[src/rtl/mux_4_1_rr_ctrl_pkg.sv]
// Shared constants and state encoding for the round-robin 4:1 mux sequencer.
// Channel count and select width are fixed by the 4:1 mux this block wraps.
package mux_ctrl_pkg;

    localparam int N_CH               = 4;
    localparam int SEL_W              = 2;
    localparam int BEAT_W             = 4;
    localparam int DEFAULT_DATA_WIDTH = 8;
    localparam int DEFAULT_BURST_LEN  = 1;

    // sel parks here while in reset; matches the reset value of last_grant
    localparam logic [SEL_W-1:0] PARK_SEL = 2'd3;

    typedef enum logic {
        ARB   = 1'b0,
        BURST = 1'b1
    } state_t;

endpackage

[src/rtl/mux_4_1_rr_ctrl_if.sv]
// Handshake bundle between producers, the 4:1 data mux and the downstream consumer.
// The slave view is the sequencer; the master view is the surrounding fabric.
interface mux_4_1_rr_ctrl_if #(
    parameter int DATA_WIDTH = mux_ctrl_pkg::DEFAULT_DATA_WIDTH
);
    import mux_ctrl_pkg::*;

    logic [N_CH-1:0]       in_valid;
    logic [N_CH-1:0]       in_ready;
    logic [SEL_W-1:0]      sel;
    logic [DATA_WIDTH-1:0] mux_out;
    logic                  out_valid;
    logic                  out_ready;
    logic [DATA_WIDTH-1:0] out_data;
    logic [SEL_W-1:0]      out_ch;

    modport master (
        output in_valid, mux_out, out_ready,
        input  in_ready, sel, out_valid, out_data, out_ch
    );

    modport slave (
        input  in_valid, mux_out, out_ready,
        output in_ready, sel, out_valid, out_data, out_ch
    );

endinterface

[src/rtl/mux_4_1_rr_ctrl_rr_pick4.sv]
// Combinational round-robin picker: first requesting channel after 'last', wrapping.
// With no request, pick stays on 'last' so the mux select does not toggle.
module rr_pick4
    import mux_ctrl_pkg::*;
(
    input  logic [N_CH-1:0]  req,
    input  logic [SEL_W-1:0] last,
    output logic [SEL_W-1:0] pick,
    output logic             any
);

    // Walk from the farthest candidate to the nearest so the nearest one wins.
    always_comb begin
        pick = last;
        any  = |req;
        for (int k = N_CH; k >= 1; k--) begin
            if (req[last + SEL_W'(k)]) begin
                pick = last + SEL_W'(k);
            end
        end
    end

endmodule

[src/rtl/mux_4_1_rr_ctrl.sv]
// Round-robin sequencer around a 4:1 data mux with a one-entry registered output.
//   state | meaning
//   ARB   | pick next requester after last_grant and load one beat if the slot is free
//   BURST | hold grant on last_grant for up to BURST_LEN beats; others ignored
module mux_4_1_rr_ctrl
    import mux_ctrl_pkg::*;
#(
    parameter int DATA_WIDTH = DEFAULT_DATA_WIDTH,
    parameter int BURST_LEN  = DEFAULT_BURST_LEN
) (
    input logic              clk,
    input logic              rst_n,
    mux_4_1_rr_ctrl_if.slave bus
);

    localparam logic [BEAT_W-1:0] BURST_LAST = BEAT_W'(BURST_LEN);

    state_t                state_q, state_d;
    logic [SEL_W-1:0]      last_q, last_d;
    logic [BEAT_W-1:0]     beat_q, beat_d;
    logic [SEL_W-1:0]      pick;
    logic                  any;
    logic                  can_load;
    logic                  load;
    logic [SEL_W-1:0]      load_ch;
    logic [SEL_W-1:0]      sel_c;
    logic [N_CH-1:0]       ready_c;
    logic                  out_valid_q;
    logic [DATA_WIDTH-1:0] out_data_q;
    logic [SEL_W-1:0]      out_ch_q;

    rr_pick4 u_pick (
        .req  (bus.in_valid),
        .last (last_q),
        .pick (pick),
        .any  (any)
    );

    assign can_load = !out_valid_q || bus.out_ready;

    always_comb begin
        state_d = state_q;
        last_d  = last_q;
        beat_d  = beat_q;
        sel_c   = last_q;
        ready_c = '0;
        load    = 1'b0;
        load_ch = last_q;
        case (state_q)
            ARB: begin
                if (can_load && any) begin
                    sel_c         = pick;
                    ready_c[pick] = 1'b1;
                    load          = 1'b1;
                    load_ch       = pick;
                    last_d        = pick;
                    beat_d        = BEAT_W'(1);
                    if (BURST_LEN > 1) begin
                        state_d = BURST;
                    end
                end
            end
            BURST: begin
                // A dropped request ends the burst without a transfer.
                if (!bus.in_valid[last_q]) begin
                    state_d = ARB;
                    beat_d  = '0;
                end else if (can_load) begin
                    ready_c[last_q] = 1'b1;
                    load            = 1'b1;
                    beat_d          = beat_q + BEAT_W'(1);
                    if (beat_q + BEAT_W'(1) == BURST_LAST) begin
                        state_d = ARB;
                    end
                end
            end
            default: begin
                state_d = ARB;
            end
        endcase
    end

    always_ff @(posedge clk or negedge rst_n) begin
        if (!rst_n) begin
            state_q <= ARB;
            last_q  <= PARK_SEL;
            beat_q  <= '0;
        end else begin
            state_q <= state_d;
            last_q  <= last_d;
            beat_q  <= beat_d;
        end
    end

    // Load wins over drain so a simultaneous load/drain keeps full throughput.
    always_ff @(posedge clk or negedge rst_n) begin
        if (!rst_n) begin
            out_valid_q <= 1'b0;
            out_data_q  <= '0;
            out_ch_q    <= '0;
        end else if (load) begin
            out_valid_q <= 1'b1;
            out_data_q  <= bus.mux_out;
            out_ch_q    <= load_ch;
        end else if (bus.out_ready) begin
            out_valid_q <= 1'b0;
        end
    end

    // Handshake outputs are forced quiet while reset is held, independent of clk.
    assign bus.in_ready  = rst_n ? ready_c : '0;
    assign bus.sel       = rst_n ? sel_c : PARK_SEL;
    assign bus.out_valid = out_valid_q;
    assign bus.out_data  = out_data_q;
    assign bus.out_ch    = out_ch_q;

endmodule

[src/flat_wrapper.sv]
// flat-port wrapper written by rule: the top's interface ports become plain ports
module mux_4_1_rr_ctrl_flat import mux_ctrl_pkg::*;
#(
    parameter int DATA_WIDTH = DEFAULT_DATA_WIDTH,
    parameter int BURST_LEN  = DEFAULT_BURST_LEN
)
  (clk, rst_n, bus_in_valid, bus_mux_out, bus_out_ready, bus_in_ready, bus_sel, bus_out_valid, bus_out_data, bus_out_ch);
  mux_4_1_rr_ctrl_if #(.DATA_WIDTH(DATA_WIDTH)) bus_i ();
  input logic clk;
  input logic rst_n;
  input wire logic [$bits(bus_i.in_valid)-1:0] bus_in_valid;
  input wire logic [$bits(bus_i.mux_out)-1:0] bus_mux_out;
  input wire logic [$bits(bus_i.out_ready)-1:0] bus_out_ready;
  output wire logic [$bits(bus_i.in_ready)-1:0] bus_in_ready;
  output wire logic [$bits(bus_i.sel)-1:0] bus_sel;
  output wire logic [$bits(bus_i.out_valid)-1:0] bus_out_valid;
  output wire logic [$bits(bus_i.out_data)-1:0] bus_out_data;
  output wire logic [$bits(bus_i.out_ch)-1:0] bus_out_ch;
  assign bus_i.in_valid = bus_in_valid;
  assign bus_i.mux_out = bus_mux_out;
  assign bus_i.out_ready = bus_out_ready;
  assign bus_in_ready = bus_i.in_ready;
  assign bus_sel = bus_i.sel;
  assign bus_out_valid = bus_i.out_valid;
  assign bus_out_data = bus_i.out_data;
  assign bus_out_ch = bus_i.out_ch;
  mux_4_1_rr_ctrl #(.DATA_WIDTH(DATA_WIDTH), .BURST_LEN(BURST_LEN)) u_core (.clk(clk), .rst_n(rst_n), .bus(bus_i));
endmodule
[config.mk]
export PLATFORM = sky130hd
export DESIGN_NAME = mux_4_1_rr_ctrl_flat
export DESIGN_NICKNAME = d
export VERILOG_FILES = /design/src/rtl/mux_4_1_rr_ctrl_pkg.sv /design/src/rtl/mux_4_1_rr_ctrl_if.sv /design/src/rtl/mux_4_1_rr_ctrl_rr_pick4.sv /design/src/rtl/mux_4_1_rr_ctrl.sv /design/src/flat_wrapper.sv
export SDC_FILE = /design/constraint.sdc
export NUM_CORES = 1
export LEC_CHECK = 0
export BUFFER_PORTS_ARGS = -buffer_cell sky130_fd_sc_hd__buf_2
export CAP_MARGIN = 10
export CORE_ASPECT_RATIO = 0.9
export CORE_MARGIN = 2
export CORE_UTILIZATION = 45
export CTS_CLUSTER_DIAMETER = 50
export DETAILED_ROUTE_END_ITERATION = 10
export MAX_ROUTING_LAYER = met4
export PLACE_DENSITY = 0.68
export SLEW_MARGIN = 20
export SYNTH_ARGS = -nofsm -noshare
export SYNTH_HDL_FRONTEND = slang
export SYNTH_SLANG_ARGS = --single-unit
[constraint.sdc]
create_clock -name clk -period 7.99 [get_ports clk]
set_input_delay 1.1985 -clock clk [delete_from_list [all_inputs] [get_ports clk]]
set_output_delay 1.1985 -clock clk [all_outputs]
set_load 0.02 [all_outputs]
Word level (Yosys, flattened, before mapping)
Cells that the tools add are included.

Magnitude comparators: 7. Shifts and indexed selects: 0. Add/sub/neg operators: 4. Div/mod/pow operators: 0. Equal/unequal tests: 3. Multiplexer cells: 37. Reductions and logical operators: 8. Multiply operators: 0. Bitwise logic cells: 1.

Operator list (number): $mux 4 (7); $pmux 4 s2 (2); $lt 2x3->1 const B (5); $mux 1 (15); $mux 2 (6); $bmux 1 s2 (4); $add 2x2->2 const B (2); $add 4x1->4 const B (1); $demux 1 s2 (2); $eq 4x1->1 const B (1); $ge 2x1->1 const B (2); $reduce_or 4->1 (1); $logic_and 1x1->1 (3); $ne 3x3->1 const B (1); $add 2x1->2 const B (1); $ne 2x1->1 const B (1); $pmux 1 s2 (1); $reduce_and 2->1 (1); $reduce_bool 2->1 (1); $logic_not 1->1 (1); $logic_or 1x1->1 (1); $not 1->1 (1).

Memories: 0. RAM bits: 0. Word-level logic and storage cells: 66. Latch bits: 0. Register bits after elaboration: 18. Input port bits: 15. Output and inout bits: 17. ROM bits: 0.

Logic depth before layout (Yosys ltp)
Gate-level depths: netlist of the first run.

Word-level depth: 13. Gate-level depth with buffers: 10. Depth with buffers taken out: 7.

Modules after synthesis
From an unflattened synthesis of the first run, not the netlist that was laid out.

Cell total of the unflattened synthesis: 90. Area total of the unflattened synthesis: 1002.2 µm².

Modules (own cells, without submodules): mux_4_1_rr_ctrl (area each 919.6 µm², times used 1, cells each 76); rr_pick4 (area each 82.6 µm², times used 1, cells each 14).

Worst setup path before layout of the first run
Ideal clock, no wire load.

Path type: input-to-output. Start: in bus_in_valid[2]. End: out bus_in_ready[3]. Slack: 4242 ps. Stages: 6. Data arrival time: 2550 ps. Cell sequence: buf_2 a21boi_0 o221ai_1 a211oi_1 nand2_1 o21ai_0.

Cells in the longest elaborated chain, start to end: 12. Elaborated cells between the ends (all ways): 22. Those cells by class: order compare (2); mux (17); reduce/logical (3).

Ends and longest elaborated chain: start: declaration (line flat_wrapper.sv:11) `input wire logic [$bits(bus_i.in_valid)-1:0] bus_in_valid;`; $bmux 1 s2 (line mux_4_1_rr_ctrl_rr_pick4.sv:17) `if (req[last + SEL_W'(k)]) begin`; $mux 1 (not written as such) (line mux_4_1_rr_ctrl_rr_pick4.sv:17); $mux 2 (3 in series) (line mux_4_1_rr_ctrl_rr_pick4.sv:17); $lt 2x3->1 (not written as such) / $ge 2x1->1 (equally long branches) (line mux_4_1_rr_ctrl.sv:53) `ready_c[pick] = 1'b1;`; $logic_and 1x1->1 (not written as such) (line mux_4_1_rr_ctrl.sv:53); $mux 1 (not written as such) (line mux_4_1_rr_ctrl.sv:53); $demux 1 s2; $mux 4 (line mux_4_1_rr_ctrl.sv:51) `if (can_load && any) begin`; $pmux 4 s2 * (line mux_4_1_rr_ctrl.sv:49) `case (state_q)`; $mux 4 * (line mux_4_1_rr_ctrl.sv:111) `assign bus.in_ready = rst_n ? ready_c : '0;`; end: declaration (line flat_wrapper.sv:14) `output wire logic [$bits(bus_i.in_ready)-1:0] bus_in_ready;`.

Mark *: on every way between the ends. The rest lies on a longest branch, timed or not. The select of a mux whose other input is x is not followed.

Worst setup path in the final report of the first run
Start: reg u_core.last_q[0]. End: out bus_in_ready[0].

Cells in the longest elaborated chain, start to end: 13. Elaborated cells between the ends (all ways): 29. Those cells by class: add/sub (3); order compare (4); mux (20); reduce/logical (2).

Ends and longest elaborated chain: start: declaration (line mux_4_1_rr_ctrl.sv:19) `logic [SEL_W-1:0] last_q, last_d;`; start signal: assignment (line mux_4_1_rr_ctrl.sv:90) `last_q <= last_d;`; $add 2x2->2 (line mux_4_1_rr_ctrl_rr_pick4.sv:17, mux_4_1_rr_ctrl_rr_pick4.sv:18); $bmux 1 s2 (line mux_4_1_rr_ctrl_rr_pick4.sv:17); $mux 1 (not written as such) (line mux_4_1_rr_ctrl_rr_pick4.sv:17); $mux 2 (3 in series) (line mux_4_1_rr_ctrl_rr_pick4.sv:17); $lt 2x3->1 (not written as such) / $ge 2x1->1 (equally long branches) (line mux_4_1_rr_ctrl.sv:53); $logic_and 1x1->1 (not written as such) (line mux_4_1_rr_ctrl.sv:53); $mux 1 (not written as such) (line mux_4_1_rr_ctrl.sv:53); $demux 1 s2; $mux 4 (line mux_4_1_rr_ctrl.sv:51); $pmux 4 s2 * (line mux_4_1_rr_ctrl.sv:49); $mux 4 * (line mux_4_1_rr_ctrl.sv:111).

Marked as above.

==> results of run 1 <==
cells in the final DEF (no fill, tap or decap), types with 3 or more instances in the layout:
cell type	instances
a31oi_1	3
nand2b_1	5
nor3_1	3
a21oi_1	6
nand2_1	8
dfrtp_1	16
mux2_2	6
inv_1	5
o21ai_0	8
clkbuf_4	3
ha_1	6
buf_2	31
mux2i_1	3
nor2_1	7
mux2_4	8
nand3_1	6
metrics by stage:
stage	cells	util	power (mW)	hold slack, ps
floorplan	145	-	0.353	467
global placement	206	0.512	0.391	490
detailed placement	206	0.512	0.398	493
CTS	210	0.521	0.444	507
global route	210	0.521	0.478	535
finish	210	0.521	0.444	506
state kept, by name (all words and copies together) (netlist names):
name,count
u_core.beat_q,4
u_core.bus.out_ch,2
u_core.bus.out_data,8
u_core.bus.out_valid,1
u_core.last_q,2
u_core.state_q,1
layout make-up:
| class | instances | area [µm²] |
|---|---|---|
| Inverter | 5 | 18.8 |
| Timing Repair Buffer | 31 | 155 |
| Multi-Input combinational cell | 110 | 867 |
| Fill cell | 286 | 1450 |
| Sequential cell | 18 | 453 |
| Clock buffer | 4 | 26.3 |
| Tap cell | 42 | 52.6 |
per-layer routing:
| metal | wire (µm) | up-vias | track usage |
|---|---|---|---|
| li1 | - | 577 | - |
| met1 | 1400 | 578 | 0.240 |
| met2 | 1360 | 28 | 0.267 |
| met3 | 116 | 4 | 0.0394 |
| met4 | 29 | 0 | 0.0413 |
| met5 | 0 | - | - |
kinds of logic (layout without fill, tap and decap cells):
group | after synthesis | count (layout) | share of synthesized area
and+or+nand+nor | 48 | 48 | 0.210
AOI/OAI and AO/OA | 36 | 36 | 0.167
muxes | 18 | 18 | 0.169
DFF | 18 | 18 | 0.320
buffers and inverters | 17 | 40 | 0.0688
adders and majority gates | 6 | 6 | 0.0530
xor gates and xnor gates | 2 | 2 | 0.0124
power breakdown:
| group | internal, mW | total [mW] | switching [mW] |
|---|---|---|---|
| logic | 0.108 | 0.251 | 0.143 |
| clock network | 0.0194 | 0.0460 | 0.0266 |
| registers | 0.112 | 0.147 | 0.0347 |
worst paths after layout:
path,endpoint,from
max reg2reg,u_core.last_q[0],u_core.last_q[0]
max in group asynchronous,u_core.last_q[0],rst_n
min,u_core.beat_q[3],u_core.beat_q[3]
min reg2reg,u_core.beat_q[3],u_core.beat_q[3]
max,bus_in_ready[0],u_core.last_q[0]
min in group asynchronous,u_core.beat_q[0],rst_n
worst max-delay path, cell delays in order, from the launching register on:
cell	delay (ps)
dfstp_2	780
inv_1	210
ha_1	470
a21boi_0	210
o221ai_1	130
a211oi_1	430
nor2b_1	90
a32o_1	230
buf_2	160
==> impl_metrics.toml, run 1 <==
[synthesis]
ys_types = 52
yosys.cell_count.top_type = "dfrtp_1"
synth_edf_count = 0
postSynthCellCount = 145
synth_area_leaders = "dfrtp_1 28%, mux2_4 8.5%, ha_1 5.3%"
seq_area_frac_synth = 0.320
synth_common_cells = "16 x dfrtp_1, 8 x mux2_4, 8 x nand2_1, 8 x o21ai_0, 7 x nor2_1"
async_reset_ff_frac = 1.00
syn-mean-instance-area_um2 = 9.78
synth.ff_latch_count = 18
synthesis.nets = 166
syn-cell-area_um2 = 1420
synth_top_cell_by_area = "dfrtp_1"
yosys_warnings = 0
postSynth.topFlopCell = "dfrtp_1"
synth_top_cell_area_share = 0.282

[sta]
grt_setup_unrepaired = "false"
finalSetupViolCount = 0
finalHoldViolCount = 0
max_freq_mhz = 239
setup_slack_ps = 3810
setup_tns_ps = 0
min_period_over_period = 0.523
finalWorstPathRequiredPeriod_ps = 4180
skew_ps = 12.0
tightest_slew_ps = 521
max_slew_margin = 0.653
drv_slew = 0

[setup_path]
path_max_fanout = 22
r2r_cells = 7
regToRegSetupSlack_ps = 5590
critical_path_class = "register to output pin"
required_ps = 6790
crit_path_start_kind = "register"
crit_arrival_ps = 2980
end_kind = "output pin"

[clock_tree]
cts.path.max_buffers = 2
cts_resized = 0
h-tree-depth = 1
clkTransAtPathRegs_ps = 110
cts_setup_buffers = 0
cts_tree = "built"
root_buffer = "clkbuf_4"
cts_made_buffers = 3
cts.hold.buffers_added = 0
insertion_delay_ps = 290
cts_sinks = 18

[placed_design]
place_congestion = 0.819
port_buffers = 31
post_dp_cell_area_um2 = 1550
dp_slack_ps = 4070
hpwl_um = 2160

[outcome]
status = "complete, no violations"

[cells_and_area]
num_antenna_cells = 0
syn2layout_area_growth_pct = 10.9
design_area_um2 = 1570
final_nets = 190
drive_gt1_frac = 0.351

[drt]
final_antenna_net_count = 0
drt_iter0_markers = 35
detail_route.first_pass.iterations = 4
avgViaCountPerCell = 5.65
drc = 0
route.final.wire_length_um = 2900
routedWlPerCell_um = 13.8
num_vias = 1187

[global_route]
grt_pass1_vias = 1072
grt_antenna_before_repair = 0
grt_util_all_layers = 0.176
grt_first_pass_wirelength_um = 4910
grt.overflow.total = 0
grt_max_degree = 29

[floorplan]
num_rows = 19
die_area_um2 = 3620
initial_core_util = 0.470
fp.coreArea_um2 = 3020
pin_count = 32
dieHeight_um = 57.2
die_w_um = 63.2

[pwr]
leakagePower_nw = 0.701
cellPowerDensity_nw_per_um2 = 282
peakVddDrop_uv = 202

[hold_path]
hp-class = "register to register"
hold_depth = 1

[run]
maxCapViolations = 0
(Power assumes the default switching activity.)
==> inputs of run 2 (changes only) <==
- PLACE_DENSITY: 0.68 -> 0.71
- clock period: 7.99 -> 3.4 ns (I/O delays scaled with it)
==> run 2 against run 1 <==
Against the previous run: sequential share of layout area fell by 0.28 points; setup slack worse by 3600 ps; sequential power rose by 120%; clock skew is 1.9 ps higher; largest cell class unchanged.
==> impl_metrics.toml, run 2 (same netlist as run 1, synthesis figures left out) <==
[drt]
num_vias = 1141
final_antenna_net_count = 0
route.final.wire_length_um = 3030
avgViaCountPerCell = 5.41
detail_route.first_pass.iterations = 4
drc = 0
drt_iter0_markers = 42
routedWlPerCell_um = 14.3

[global_route]
grt_antenna_before_repair = 0
grt_pass1_vias = 1048
grt.overflow.total = 0
grt_max_degree = 29
grt_util_all_layers = 0.173
grt_first_pass_wirelength_um = 4890

[setup_path]
crit_path_start_kind = "register"
required_ps = 2890
crit_arrival_ps = 2670
path_max_fanout = 22
critical_path_class = "register to output pin"
slowest_stage = "dfstp_4"
end_kind = "output pin"
cp_cell_sequence = "inv_1, ha_2, a21boi_0, o221ai_1, a211oi_2, nor2b_1, a32o_1, buf_2"
crit_path_max_incr_delay_ps = 750

[sta]
hold_slack_ps = 184
finalWorstPathRequiredPeriod_ps = 3180
max_freq_mhz = 315
setup_tns_ps = 0
drv_slew = 0
max_slew_margin = 0.636
grt_setup_unrepaired = "false"
min_period_over_period = 0.934
tightest_slew_ps = 547
skew_ps = 13.9
finalHoldViolCount = 0
setup_slack_ps = 225
finalSetupViolCount = 0

[pwr]
p_clk_frac = 0.118
leakagePower_nw = 0.712
p_total_mw = 1.09
intPower_uw = 602
switching_share = 0.445
peakVddDrop_uv = 415
switching_power_uw = 483
cellPowerDensity_nw_per_um2 = 678
p_seq_frac = 0.293
comb_power_share = 0.589

[hold_path]
hp-class = "input port to async pin"

[run]
maxCapViolations = 0

[cells_and_area]
syn2layout_area_growth_pct = 13.0
num_antenna_cells = 0
drive_gt1_frac = 0.373
layout.cells.non_filler = 211
final_cell_mix = "31 x buf_2, 16 x dfrtp_1, 8 x nand2_1, 8 x o21ai_0, 8 x mux2_4"
final_nets = 191
final_common_cell = "buf_2"
largest_register_ffs = 8
multi_input_area_um2 = 875
fillers = 277
register_area_um2 = 457

[floorplan]
die_w_um = 63.2
fp.coreArea_um2 = 3020
die_area_um2 = 3620
pin_count = 32
num_rows = 19
dieHeight_um = 57.2
initial_core_util = 0.470

[clock_tree]
cts_tree = "built"
cts_made_buffers = 3
h-tree-depth = 1
root_buffer = "clkbuf_4"
cts.path.max_buffers = 2
insertion_delay_ps = 290
cts.hold.buffers_added = 0
clkTransAtPathRegs_ps = 110
cts_sinks = 18

[outcome]
status = "complete, no violations"

[placed_design]
hpwl_um = 2190
dp_slack_ps = 313
dp_cells = 207
port_buffers = 31
place_congestion = 0.836
## run 2: cell count changes in the layout (fill, tap and decap cells not counted), sizes merged
cell	delta
buf	+1
## run 2: area by class of cell
cell class	instances	area share
repair buffers	32	0.102
clock buffers	4	0.0227
inverters	5	0.0117
multi-input cells	110	0.546
well taps	42	0.0328
flip-flops and latches	18	0.285
## run 2: critical path, delay by kind of cell, from the launching register on
kind,cells,cell delay (ps)
AOI/OAI and AO/OA,4,820
buffers and inverters,2,310
and+or+nand+nor,1,80
adders and majority gates,1,430
DFF,1,750
## run 2: repair_timing
action	CTS	global route
pin swaps	0	1
endpoints found under the setup margin	2	4
setup buffers	0	0
gates resized for setup	1	2
## run 2: per-stage QoR
stage | instance area (µm²) | util
2_1_floorplan | 1420 | -
3_3_place_gp | 1550 | 0.515
3_5_place_dp | 1550 | 0.515
4_1_cts | 1590 | 0.528
5_1_grt | 1600 | 0.530
6_report | 1600 | 0.530
## run 2: power groups by stage
stage,Combinational [mW],Sequential (mW),Clock (mW)
final,0.639,0.317,0.128
after detailed placement,0.623,0.316,0
after floorplan,0.510,0.320,0
after global placement,0.612,0.313,0
after global routing,0.698,0.326,0.145
after CTS,0.626,0.317,0.135
## run 2: final timing paths
check                           slack [ps]                      to  depth (start not counted)                   start
worst max-delay path                   220         bus_in_ready[0]                          8        u_core.last_q[0]
min in group clk                       430  u_core.bus.out_data[3]                          2          bus_mux_out[3]
max in group asynchronous             2830        u_core.last_q[1]                          1                   rst_n
worst min register to register         510  u_core.bus.out_data[0]                          1  u_core.bus.out_data[0]
worst min-delay path                   180        u_core.beat_q[1]                          1                   rst_n
worst max register to register        1180        u_core.last_q[0]                          7        u_core.last_q[0]
## run 2: routing by layer
metal | track usage | vias to the layer above | part of all wire
met3 | 0.0296 | 2 | 0.018
met5 | - | - | 0
met2 | 0.287 | 11 | 0.50
li1 | - | 575 | -
met1 | 0.222 | 553 | 0.47
met4 | 0.0381 | 0 | 0.0069
